[config.mk]
export PLATFORM = sky130hd
export DESIGN_NAME = sipo_word
export DESIGN_NICKNAME = d
export VERILOG_FILES = /design/src/rtl/sipo_pkg.sv /design/src/rtl/sipo_word.sv
export SDC_FILE = /design/constraint.sdc
export NUM_CORES = 1
export LEC_CHECK = 0
export ABC_AREA = 1
export BUFFER_PORTS_ARGS = -buffer_cell sky130_fd_sc_hd__clkbuf_2
export CAP_MARGIN = 20
export CELL_PAD_IN_SITES_DETAIL_PLACEMENT = 0
export CELL_PAD_IN_SITES_GLOBAL_PLACEMENT = 1
export CORE_MARGIN = 10
export CORE_UTILIZATION = 34
export DETAILED_ROUTE_END_ITERATION = 6
export GPL_TIMING_DRIVEN = 0
export PLACE_DENSITY = 0.83
export SKIP_CTS_REPAIR_TIMING = 1
export SYNTH_ARGS = -nofsm -noshare
export SYNTH_HDL_FRONTEND = slang
export SYNTH_SLANG_ARGS = --single-unit
[constraint.sdc]
create_clock -name clk -period 0.93 [get_ports clk]
set_input_delay 0.186 -clock clk [delete_from_list [all_inputs] [get_ports clk]]
set_output_delay 0.186 -clock clk [all_outputs]
set_load 0.05 [all_outputs]
[src/rtl/sipo_pkg.sv]
// Shared definitions for the serial-in/parallel-out word converter.
package sipo_pkg;

  // Bit-order selectors for the MSB_FIRST parameter.
  localparam int SIPO_MSB = 1;
  localparam int SIPO_LSB = 0;

  // Width of a counter that must hold the values 0 .. frame.
  function automatic int cnt_w(input int frame);
    return $clog2(frame + 1);
  endfunction

endpackage

[src/rtl/sipo_word.sv]
// sipo_word: collects WIDTH qualified serial bits into a word and presents
// it on a one-entry valid/ready output register with a sticky overrun flag.
// Optional macro SIPO_PARITY_EN appends one parity bit to every frame and
// reports a per-word parity error on out_perr.
module sipo_word
  import sipo_pkg::*;
#(
  parameter int WIDTH      = 8,
  parameter int MSB_FIRST  = SIPO_MSB,
  parameter int PARITY_ODD = 0
) (
  input  logic             clk,
  input  logic             reset,
  input  logic             in,
  input  logic             in_valid,
  output logic [WIDTH-1:0] out,
  output logic             out_valid,
  input  logic             out_ready,
  output logic             overrun,
  output logic             out_perr
);

`ifdef SIPO_PARITY_EN
  localparam int FRAME = WIDTH + 1;
`else
  localparam int FRAME = WIDTH;
`endif
  localparam int CW = cnt_w(FRAME);
  localparam logic [CW-1:0] LAST = CW'(FRAME - 1);

  logic [WIDTH-1:0] sh_q, sh_d;
  logic [CW-1:0]    cnt_q, cnt_d;
  logic [WIDTH-1:0] out_q, out_d;
  logic             out_valid_q, out_valid_d;
  logic             overrun_q, overrun_d;

  logic [WIDTH-1:0] shifted;
  logic [WIDTH-1:0] word;
  logic             take_data;
  logic             done;
  logic             load;

`ifdef SIPO_PARITY_EN
  logic perr_q, perr_d;
  logic perr_new;
`endif

  // Datapath, counter and output-register next state.
  always_comb begin
    shifted = (MSB_FIRST != 0) ? {sh_q[WIDTH-2:0], in} : {in, sh_q[WIDTH-1:1]};
`ifdef SIPO_PARITY_EN
    // The trailing parity bit is counted but never enters the shift register,
    // so at completion sh_q already holds the full data word.
    take_data = in_valid && (cnt_q != CW'(WIDTH));
    word      = sh_q;
    perr_new  = ((^sh_q) ^ in) != (PARITY_ODD != 0);
`else
    // The completing bit is still in flight, so the word is the shifted value.
    take_data = in_valid;
    word      = shifted;
`endif
    done      = in_valid && (cnt_q == LAST);
    sh_d      = take_data ? shifted : sh_q;
    cnt_d     = cnt_q;
    if (in_valid) cnt_d = done ? '0 : cnt_q + 1'b1;
    // Load into an empty slot, or into one being drained on this same edge.
    load        = done && (!out_valid_q || out_ready);
    out_d       = load ? word : out_q;
    out_valid_d = load || (out_valid_q && !out_ready);
    overrun_d   = overrun_q || (done && out_valid_q && !out_ready);
`ifdef SIPO_PARITY_EN
    perr_d      = load ? perr_new : perr_q;
`endif
  end

  // State registers; reset wins over everything and drops any partial word.
  always_ff @(posedge clk) begin
    if (reset) begin
      sh_q        <= '0;
      cnt_q       <= '0;
      out_q       <= '0;
      out_valid_q <= 1'b0;
      overrun_q   <= 1'b0;
`ifdef SIPO_PARITY_EN
      perr_q      <= 1'b0;
`endif
    end else begin
      sh_q        <= sh_d;
      cnt_q       <= cnt_d;
      out_q       <= out_d;
      out_valid_q <= out_valid_d;
      overrun_q   <= overrun_d;
`ifdef SIPO_PARITY_EN
      perr_q      <= perr_d;
`endif
    end
  end

  assign out       = out_q;
  assign out_valid = out_valid_q;
  assign overrun   = overrun_q;
`ifdef SIPO_PARITY_EN
  assign out_perr  = perr_q;
`else
  // No parity path: the flag is constant 0 whatever the parity sense.
  assign out_perr  = 1'b0 & (PARITY_ODD != 0);
`endif

endmodule
### Word-level counts from Yosys, hierarchy flattened

Index checks and enable logic that the tools add are counted.

| operators by class | value |
|---|---|
| add/subtract/negate cells | 1 |
| equality and inequality tests | 1 |
| mux-type cells | 1 |
| reduce and logical (&&, ||, !) cells | 10 |

Operators with widths:

| operator | number |
|---|---|
| 1-bit logical AND | 5 |
| 4-bit by 1-bit adder with 4-bit output, second input constant | 1 |
| 4-bit by 3-bit equality test with 1-bit output, second input constant | 1 |
| 4-bit two-way mux | 1 |
| 1-bit logical OR | 3 |
| 1-bit logical NOT | 2 |

| storage, ports and cells | value |
|---|---|
| flip-flop bits (word level) | 21 |
| bits of input ports | 5 |
| word-level logic and storage cells | 18 |

### Longest topological paths before layout

Gate-level depths: netlist (run 1).

| logic depth | value |
|---|---|
| depth in word-level cells | 5 |
| mapped depth | 7 |
| mapped depth without buffers | 7 |

### Least setup slack after synthesis (run 1)

Ideal clock, no wire load.

| timing | value |
|---|---|
| kind | register to register |
| from | register out_valid_q (netlist: out_valid) |
| to | register overrun_q (netlist: overrun) |
| library setup time | 70 ps |
| arrival | 1237 ps |
| data required time | 860 ps |
| setup slack | -377 ps |
| cell stages (with the launch flop) | 5 |
| buffers on the path | 1 |
| clock period less this slack | 1307 ps |
| path through | dfxtp_1 > nand2_1 > buf_2 > nand3b_1 > a21oi_1 |

| between the ends | value |
|---|---|
| longest elaborated chain between the ends | 3 |

Ends and longest elaborated chain:

| what | RTL line | source |
|---|---|---|
| start: declaration | sipo_word.sv:34 | `logic out_valid_q, out_valid_d;` |
| start signal: assignment | sipo_word.sv:91 | `out_valid_q <= out_valid_d;` |
| 1-bit logical AND (2 in series) | sipo_word.sv:70 | `overrun_d = overrun_q \|\| (done && out_valid_q && !out_ready);` |
| 1-bit logical OR | sipo_word.sv:70 |  |
| end signal: assignment | sipo_word.sv:92 | `overrun_q <= overrun_d;` |
| end: declaration | sipo_word.sv:35 | `logic overrun_q, overrun_d;` |

No other way between the ends.
A chain may end at the register's enable or synchronous reset.

### Worst setup path in the final report (run 1)

| timing | value |
|---|---|
| from | register cnt_q[0] |
| to | register out_q[4] (netlist: out[4]) |

| between the ends | value |
|---|---|
| longest elaborated chain between the ends | 3 |

Ends and longest elaborated chain:

| what | RTL line | source |
|---|---|---|
| start: declaration | sipo_word.sv:32 | `logic [CW-1:0] cnt_q, cnt_d;` |
| start signal: assignment | sipo_word.sv:89 | `cnt_q <= cnt_d;` |
| 4-bit by 3-bit equality test with 1-bit output | sipo_word.sv:62 | `done = in_valid && (cnt_q == LAST);` |
| 1-bit logical AND | sipo_word.sv:62 |  |
| 1-bit logical AND | sipo_word.sv:67 | `load = done && (!out_valid_q \|\| out_ready);` |
| end signal: assignment | sipo_word.sv:90 | `out_q <= out_d;` |
| end: declaration | sipo_word.sv:33 | `logic [WIDTH-1:0] out_q, out_d;` |

No other way between the ends.

==> impl_metrics.csv, run 1 <==
group,metric,value,unit
outcome,status,"finished with violations",
outcome,violations,"setup timing",
setup_path,rrSetupSlack,-0.14,ns
hold_path,hold_depth,2,
die,die_y,72.22,um
global_routing,grt-ovfl-total,0,
global_routing,antenna_found_initial,0,
drt,detail_route.iter0.violations,32,
power,p_int,0.001146,W
yosys,synthTopCellsByArea,"dfxtp_1, inv_1, nand2_1",
placement,place_worst_setup_slack,-0.1327,ns
placement,port_buffers,13,
drt,first_pass_iters,4,
yosys,synth_seq_cells,21,
sta,fin_crit,1.075,ns
sta,finClkSkew,0.002068,ns
power,vdd.ir_drop.worst,1.239,mV
drt,vias,766,
cts,cts_made_buffers,3,
global_routing,grt_max_degree,12,
power,p_leak,0.5495,nW
setup_path,regToRegEndpoint,"out[4]",
global_routing,grtUsageTotal,7.415,%
sta,final_hold_viol_count,0,
sta,tns,-1.825,ns
die,die-area,5216,um2
die,die_w,72.22,um
sta,worst_hold_slack,0.06497,ns
die,core-area,2545,um2
final_layout,fillers,284,
final_layout,area_growth,31.17,%
power,switchingPower,0.0003728,W
cts,clock_latency,0.30,ns
cts,root_buffer,"clkbuf_4",
drt,antenna_left,0,
yosys,synth_area_per_cell,7.243,um2
drt,via_per_inst,4.352,
final_layout,seq_area,440.4,um2
setup_path,crit_type,"reg -> reg",
power,p_clk_share,28.7,%
cts,cts_num_sinks,21,
power,power_density,1249,nW/um2
yosys,synth-seq-area-share,45.34,%
yosys,syn_nets,134,
placement,dpl_cell_area,1069,um2
global_routing,grt_pass1_vias,759,
hold_path,min_to,"out_valid",
yosys,netlist.area_leader.share,45.34,%
setup_path,start_kind,"register",
drt,drc,0,
yosys,syn_area,927.1,um2
power,p_comb_share,9.1,%
placement,gp_congestion,0.7749,
sta,max_freq,930.3,MHz
drt,wl_per_cell,10.02,um
final_layout,layout.nets,153,
sta,rsz0062_at_grt,"true",
setup_path,cp.arrival,1.29,ns
power,total_power,0.001518,W
final_layout,drive_gt1_share,32.88,%
setup_path,reg2regPathDepth,6,
hold_path,worstHoldStart,"reset",
sta,fin_ws,-0.1450,ns
hold_path,min_path_type,"in -> reg",
sta,finalSetupViolCount,21,
cts,path_clk_slew,0.11,ns
drt,wl,1763,um
run,max_cap_violations,0,
yosys,post-synth-top-area-cell,"dfxtp_1",
final_layout,postLayoutCellArea,1216,um2
cts,htreeDepth,1,
placement,dp.final_hpwl,1307,um
yosys,ys_types,20,
global_routing,grt_pass1_wl,3167,um
die,ios,16,
setup_path,path_max_fanout,8,
power,p_seq_share,62.2,%
cts,cts_buffer_depth,2,
sta,drv_slew,0,
yosys,yosys_warnings,0,
setup_path,reg2reg_from,"cnt_q[0]",
cts,cts_tree,"done",
power,swShare,24.55,%
setup_path,end_kind,"register",
final_layout,n_antenna_cell,0,
die,rows,18,
yosys,synthCells,128,
die,initial_core_util,36.43,%
final_layout,multiInputGateArea,400.4,um2
sta,fin_crit_sh,115.6,%
setup_path,worst_ep_required_time,1.14,ns
cell usage after synthesis (all sizes together):
cell / instances
inv: 30
nand2: 23
dfxtp: 21
a21oi: 12
nor2: 12
nand3: 10
o21ai: 10
buf: 5
clkinv: 1
conb: 1
ha: 1
nand3b: 1
nor3: 1
per-layer routing:
metal  vias to the layer above  GRT usage, %  wire length [um]
li1                        422             -                 -
met3                         2         3.537               105
met1                       330         7.620               798
met5                         -             0                 0
met2                        12         12.83               841
met4                         0         2.581                17
state kept, by name, indices dropped and copies added, names as in the netlist:
name and count:
out_valid 1, overrun 1, out 8, cnt_q 4, sh_q 7
power groups by stage:
stage	registers [W]	logic, W	clock network [W]
global route	0.000948	0.000163	0.000504
CTS	0.000946	0.000131	0.000460
global placement	0.000964	0.000127	0
finish	0.000944	0.000138	0.000436
detailed placement	0.000966	0.000131	0
floorplan	0.000964	0.000102	0
cell usage in the layout (no fill, tap or decap), types with 3 or more instances in the layout:
master and instances:
o21ai_0 8, inv_1 28, buf_8 5, buf_6 6, clkbuf_2 3, dfxtp_2 10, clkbuf_4 4, dfxtp_1 9
nor2_1 10, a21oi_1 10, nand2_4 3, nand2_1 20, nand3_1 7
layout make-up:
cell class	count	share of cell area [%]
Inverter	31	9.979
Tap cell	30	3.086
Sequential cell	21	36.21
Multi-Input combinational cell	71	32.92
Clock buffer	4	2.160
Buffer	5	3.601
Timing Repair Buffer	14	12.04
logic make-up (layout without fill, tap and decap cells):
logic type / after synthesis / count (layout) / share of synthesized area [%]
AO/OA/AOI/OAI: 22 / 22 / 11.88
adder cells (fa/ha/maj): 1 / 1 / 1.349
buffers and inverters: 36 / 54 / 16.33
flip-flops: 21 / 21 / 45.34
other: 1 / 1 / 0.4045
AND/OR/NAND/NOR: 47 / 47 / 24.70
worst max path at each step:
stage | from | depth (start not counted) | to | slack (ns)
floorplan | cnt_q[1] | 7 | out[0] | -0.02
global placement | cnt_q[1] | 6 | out[4] | -0.12
detailed placement | cnt_q[1] | 6 | out[4] | -0.13
CTS | out_valid | 1 | out_valid | -0.22
global route | cnt_q[0] | 6 | out[0] | -0.23
finish | cnt_q[0] | 6 | out[4] | -0.14
worst max-delay path, cell delays in order (launching register included):
cell and delay, ns:
dfxtp_2 0.37, ha_4 0.14, nand2_4 0.07, nor2_4 0.19
nand3_1 0.10, nand2_1 0.07, nor2_1 0.04
stage by stage:
stage | util (%) | std cells
finish | 47.79 | 176
global route | 47.79 | 176
CTS | 43.02 | 175
detailed placement | 41.99 | 171
global placement | 41.99 | 171
floorplan | - | 128
Note: power is estimated with default switching activity, not from simulation.
==> inputs of run 2 (changes only) <==
--- a/config.mk
+++ b/config.mk
@@ -5,16 +5,16 @@
 export SDC_FILE = /design/constraint.sdc
 export NUM_CORES = 1
 export LEC_CHECK = 0
-export ABC_AREA = 1
 export BUFFER_PORTS_ARGS = -buffer_cell sky130_fd_sc_hd__clkbuf_2
 export CAP_MARGIN = 20
 export CELL_PAD_IN_SITES_DETAIL_PLACEMENT = 0
 export CELL_PAD_IN_SITES_GLOBAL_PLACEMENT = 1
 export CORE_MARGIN = 10
-export CORE_UTILIZATION = 34
+export CORE_UTILIZATION = 35
 export DETAILED_ROUTE_END_ITERATION = 6
 export GPL_TIMING_DRIVEN = 0
-export PLACE_DENSITY = 0.83
+export PLACE_DENSITY = 0.82
+export RECOVER_POWER = 50
 export SKIP_CTS_REPAIR_TIMING = 1
 export SYNTH_ARGS = -nofsm -noshare
 export SYNTH_HDL_FRONTEND = slang
==> impl_metrics.csv, run 2 <==
group,metric,value,unit
final_layout,layout.nets,116,
final_layout,layout_commonest_cell,"nor2_1",
setup_path,rrSetupSlack,-0.30,ns
global_routing,antenna_found_initial,0,
cts,root_buffer,"clkbuf_4",
die,core-area,2212,um2
setup_path,regToRegEndpoint,"out[1]",
cts,path_clk_slew,0.12,ns
yosys,synth_edf_count,0,
setup_path,crit_type,"reg -> reg",
final_layout,area_growth,43.97,%
final_layout,fillers,204,
power,p_int,0.001101,W
yosys,ys.flop_type,"dfxtp_1",
yosys,synthTopCellsByCount,"dfxtp_1, nor2_1, a21oi_1, nand3b_1",
placement,dpl_cell_area,963.4,um2
setup_path,startpoint,"cnt_q[0]",
yosys,synthCells,85,
yosys,ys_types,19,
die,die_w,68.39,um
setup_path,worst_ep_required_time,1.15,ns
global_routing,grt-ovfl-total,0,
final_layout,postLayoutCellArea,1180,um2
die,die_y,68.39,um
drt,vias,653,
power,p_clk_share,30.1,%
drt,first_pass_iters,4,
yosys,post-synth-top-area-cell,"dfxtp_1",
die,initial_core_util,37.05,%
sta,tns,-3.467,ns
setup_path,cp.arrival,1.45,ns
yosys,yosys_warnings,0,
sta,drv_slew,0,
sta,finClkSkew,0.003024,ns
setup_path,crit_slowest_cell,"dfxtp_4",
power,p_seq_share,63.9,%
setup_path,crit_end,"out[1]",
final_layout,largest_reg_flops,8,
die,ios,16,
outcome,violations,"setup timing",
run,max_cap_violations,0,
drt,wl,1763,um
sta,rsz0062_at_grt,"true",
sta,worst_hold_slack,0.06722,ns
yosys,syn_nets,91,
setup_path,reg2regPathDepth,5,
power,switchingPower,0.0003354,W
power,vdd.ir_drop.worst,0.5306,mV
cts,cts_tree,"done",
setup_path,reg2reg_from,"cnt_q[0]",
placement,port_buffers,14,
die,rows,17,
sta,fin_crit,1.226,ns
sta,max_freq,815.6,MHz
setup_path,crit_chain,"ha_4 > and4b_1 > buf_6 > nand3b_1 > a21oi_1",
final_layout,final_cell_mix,"nor2_1, buf_8, nand3b_1, dfxtp_1",
yosys,syn_area,819.5,um2
global_routing,grt_max_degree,13,
final_layout,instances_no_fill,137,
power,p_leak,0.4697,nW
setup_path,max_stage_delay,0.39,ns
setup_path,start_kind,"register",
setup_path,end_kind,"register",
power,p_comb_share,6.0,%
sta,fin_crit_sh,131.8,%
cts,htreeDepth,1,
outcome,status,"finished with violations",
power,swShare,23.35,%
drt,wl_per_cell,12.87,um
placement,placedCellCount,127,
final_layout,n_antenna_cell,0,
hold_path,min_path_type,"in -> reg",
drt,antenna_left,0,
yosys,synth_seq_cells,21,
placement,dp.final_hpwl,1237,um
drt,detail_route.iter0.violations,59,
yosys,synth-seq-area-share,51.30,%
yosys,netlist.area_leader.share,51.30,%
yosys,synth_area_per_cell,9.642,um2
final_layout,drive_gt1_share,44.04,%
drt,via_per_inst,4.766,
global_routing,grtUsageTotal,7.659,%
sta,final_hold_viol_count,0,
global_routing,grt_pass1_wl,2808,um
cts,clock_latency,0.30,ns
placement,gp_congestion,0.6689,
sta,finalSetupViolCount,23,
global_routing,grt_pass1_vias,609,
setup_path,path_max_fanout,10,
power,total_power,0.001436,W
cts,cts_num_sinks,21,
die,die-area,4677,um2
cts,cts_buffer_depth,2,
sta,slew_headroom,65.43,%
cts,cts_made_buffers,3,
drt,drc,0,
power,power_density,1217,nW/um2
yosys,synth_most_common_cell,"dfxtp_1",
sta,fin_ws,-0.2961,ns
sta,worstMarginPinSlew,0.5185,ns
yosys,async_flop_share,0,%
yosys,synthTopCellsByArea,"dfxtp_1, mux2i_1, nand3b_1",
==> run 2: changes by cell type after synthesis, sizes merged, moves of 8 or more <==
cell    before  now
nand2       23    1
mux2i        0    8
nand3       10    0
inv         30    0
nand3b       1    9
==> run 2: metrics by stage <==
step,util [%],setup slack (ns)
2_1_floorplan,-,-0.1669
3_3_place_gp,43.55,-0.3887
3_5_place_dp,43.55,-0.3912
4_1_cts,44.80,-0.4100
5_1_grt,53.34,-0.3331
6_report,53.34,-0.2961
==> run 2: worst max-delay path: cells and delay by family (launching register included) <==
| family | cells | cell delay, ns |
|---|---|---|
| AOI/OAI and AO/OA | 1 | 0.16 |
| and+or+nand+nor | 2 | 0.31 |
| DFF | 1 | 0.39 |
| adders and majority gates | 1 | 0.13 |
| buffers and inverters | 1 | 0.15 |
==> run 2: logic make-up (layout without fill, tap and decap cells) <==
| group | count (synthesis) | after routing | share of synthesized area, % |
|---|---|---|---|
| XOR/XNOR | 2 | 2 | 2.138 |
| flip-flops | 21 | 21 | 51.30 |
| other | 1 | 1 | 0.4576 |
| adder cells (fa/ha/maj) | 1 | 1 | 1.526 |
| AND/OR/NAND/NOR | 28 | 28 | 19.54 |
| multiplexers | 8 | 8 | 9.771 |
| buffers and inverters | 6 | 30 | 4.274 |
| AO/OA/AOI/OAI | 18 | 18 | 10.99 |
==> run 2: metal layers <==
| layer | part of all wire (%) | track usage, % |
|---|---|---|
| met1 | 45 | 9.395 |
| met2 | 49 | 11.75 |
| met3 | 4.4 | 1.958 |
| met4 | 0.74 | 4.523 |
| met5 | 0 | 0 |
==> run 2: how the worst min path moves through the flow <==
stage / start / end / slack, ns / depth (start not counted)
after floorplan: reset / cnt_q[3] / 0.26 / 1
after global placement: reset / cnt_q[3] / 0.39 / 2
after detailed placement: reset / cnt_q[3] / 0.39 / 2
after CTS: reset / cnt_q[3] / 0.06 / 2
after global routing: reset / cnt_q[3] / 0.04 / 2
final: reset / cnt_q[3] / 0.07 / 2
==> run 2: cell type report <==
class / count / area [um2] / area share, %
flip-flops and latches: 21 / 445.4 / 37.75
multi-input cells: 58 / 407.9 / 34.57
repair buffers: 20 / 219.0 / 18.56
plain buffers: 6 / 45.04 / 3.818
well taps: 28 / 35.03 / 2.969
clock buffers: 3 / 22.52 / 1.909
clock inverters: 1 / 5.005 / 0.4242
==> run 2: power by group through the flow <==
stage	sequential [W]	clock [W]	combinational, W
2_1_floorplan	0.000941	0	0.0000612
3_3_place_gp	0.000944	0	0.0000809
3_5_place_dp	0.000944	0	0.0000827
4_1_cts	0.000924	0.000443	0.0000836
5_1_grt	0.000920	0.000491	0.0000949
6_report	0.000919	0.000432	0.0000862
==> inputs of run 3 (changes only) <==
--- a/config.mk
+++ b/config.mk
@@ -13,7 +13,7 @@
 export CORE_UTILIZATION = 35
 export DETAILED_ROUTE_END_ITERATION = 6
 export GPL_TIMING_DRIVEN = 0
-export PLACE_DENSITY = 0.82
+export PLACE_DENSITY = 0.73
 export RECOVER_POWER = 50
 export SKIP_CTS_REPAIR_TIMING = 1
 export SYNTH_ARGS = -nofsm -noshare
==> impl_metrics.csv, run 3 (synthesis gave the netlist of run 2 again) <==
group,metric,value,unit
placement,place_worst_setup_slack,-0.4190,ns
final_layout,instances_no_fill,134,
hold_path,min_to,"cnt_q[3]",
cts,cts_num_sinks,21,
setup_path,path_max_fanout,5,
sta,max_freq,843.6,MHz
hold_path,min_path_type,"in -> reg",
global_routing,grt_pass1_vias,608,
die,core-area,2212,um2
drt,via_per_inst,4.963,
die,rows,17,
cts,cts_buffer_depth,2,
setup_path,max_stage_delay,0.39,ns
outcome,status,"finished with violations",
sta,rsz0062_at_grt,"true",
drt,vias,665,
sta,fin_crit_sh,127.5,%
cts,cts_tree,"done",
drt,first_pass_iters,4,
sta,final_hold_viol_count,0,
global_routing,grt_pass1_wl,2932,um
outcome,violations,"setup timing",
final_layout,fillers,218,
run,max_cap_violations,0,
global_routing,grtUsageTotal,8.254,%
die,die-area,4677,um2
final_layout,postLayoutCoreUtil,51.58,%
global_routing,grt-ovfl-total,0,
cts,cts_made_buffers,3,
drt,wl_per_cell,13.40,um
cts,htreeDepth,1,
cts,root_buffer,"clkbuf_4",
setup_path,crit_slowest_cell,"dfxtp_4",
setup_path,crit_chain,"ha_4 > and4b_2 > buf_6 > nand3b_1 > a21oi_1",
cts,path_clk_slew,0.13,ns
setup_path,worst_ep_required_time,1.18,ns
cts,clock_latency,0.31,ns
setup_path,rrSetupSlack,-0.26,ns
hold_path,hold_depth,2,
sta,fin_ws,-0.2554,ns
power,p_leak,0.4514,nW
die,initial_core_util,37.05,%
die,ios,16,
drt,detail_route.iter0.violations,17,
drt,wl,1795,um
global_routing,grt_max_degree,13,
sta,finClkSkew,0.01269,ns
setup_path,cp.arrival,1.44,ns
drt,antenna_left,0,
final_layout,largest_reg_flops,8,
power,vdd.ir_drop.worst,1.037,mV
setup_path,reg2regPathDepth,5,
setup_path,end_kind,"register",
placement,port_buffers,14,
final_layout,final_cell_mix,"nor2_1, dfxtp_1, nand3b_1, a21oi_1, dfxtp_2",
hold_path,worstHoldStart,"reset",
sta,drv_slew,0,
sta,finalSetupViolCount,23,
setup_path,crit_type,"reg -> reg",
power,total_power,0.001453,W
sta,worst_hold_slack,0.04971,ns
final_layout,area_growth,39.24,%
placement,dp.final_hpwl,1262,um
setup_path,start_kind,"register",
die,die_w,68.39,um
placement,placedCellCount,127,
setup_path,reg2reg_from,"cnt_q[0]",
final_layout,layout.nets,113,
sta,fin_crit,1.185,ns
placement,gp_congestion,0.6657,
die,die_y,68.39,um
drt,drc,0,
final_layout,n_antenna_cell,0,
power,power_density,1273,nW/um2
final_layout,drive_gt1_share,41.51,%
setup_path,regToRegEndpoint,"out[3]",
global_routing,antenna_found_initial,0,
==> run 3: area by class of cell <==
cell class | count | area (um2) | share of cell area, %
flip-flops and latches | 21 | 439.2 | 38.49
multi-input cells | 58 | 401.6 | 35.20
plain buffers | 6 | 45.04 | 3.947
clock inverters | 1 | 5.005 | 0.4386
clock buffers | 3 | 22.52 | 1.974
well taps | 28 | 35.03 | 3.070
repair buffers | 17 | 192.7 | 16.89
==> run 3: where the power goes <==
group          leakage, nW  switching, W  internal, W  total [W]
registers            0.176     0.0000140     0.000908   0.000922
logic                0.258     0.0000484    0.0000349  0.0000833
clock network       0.0177      0.000287     0.000161   0.000447
==> run 3: how the worst max path moves through the flow <==
stage	start	slack (ns)	cells past startpoint	end
2_1_floorplan	cnt_q[1]	-0.17	4	out[0]
3_3_place_gp	cnt_q[0]	-0.40	4	out[4]
3_5_place_dp	cnt_q[0]	-0.42	4	out[6]
4_1_cts	cnt_q[0]	-0.43	4	out[6]
5_1_grt	cnt_q[0]	-0.34	5	out[4]
6_report	cnt_q[0]	-0.26	5	out[3]
==> run 3: metrics by stage <==
stage                     TNS, ns  area, um2
final                      -3.422       1141
after detailed placement   -4.167      963.4
after global routing       -4.663       1141
after floorplan            -1.742      858.3
after global placement     -3.946      963.4
after CTS                  -6.434      991.0
==> run 3: critical path: cells and delay by family (launching register included) <==
family,cells,cell delay (ns)
compound gates,1,0.11
fa+ha+maj,1,0.13
buf+inv,1,0.14
flops,1,0.39
simple gates,2,0.35
==> run 3: metal layers <==
layer	vias up	GRT usage, %	wire length [um]
met1	313	9.311	784
met3	5	3.915	106
met2	12	13.59	886
li1	335	-	-
met4	0	2.261	17
met5	-	0	0
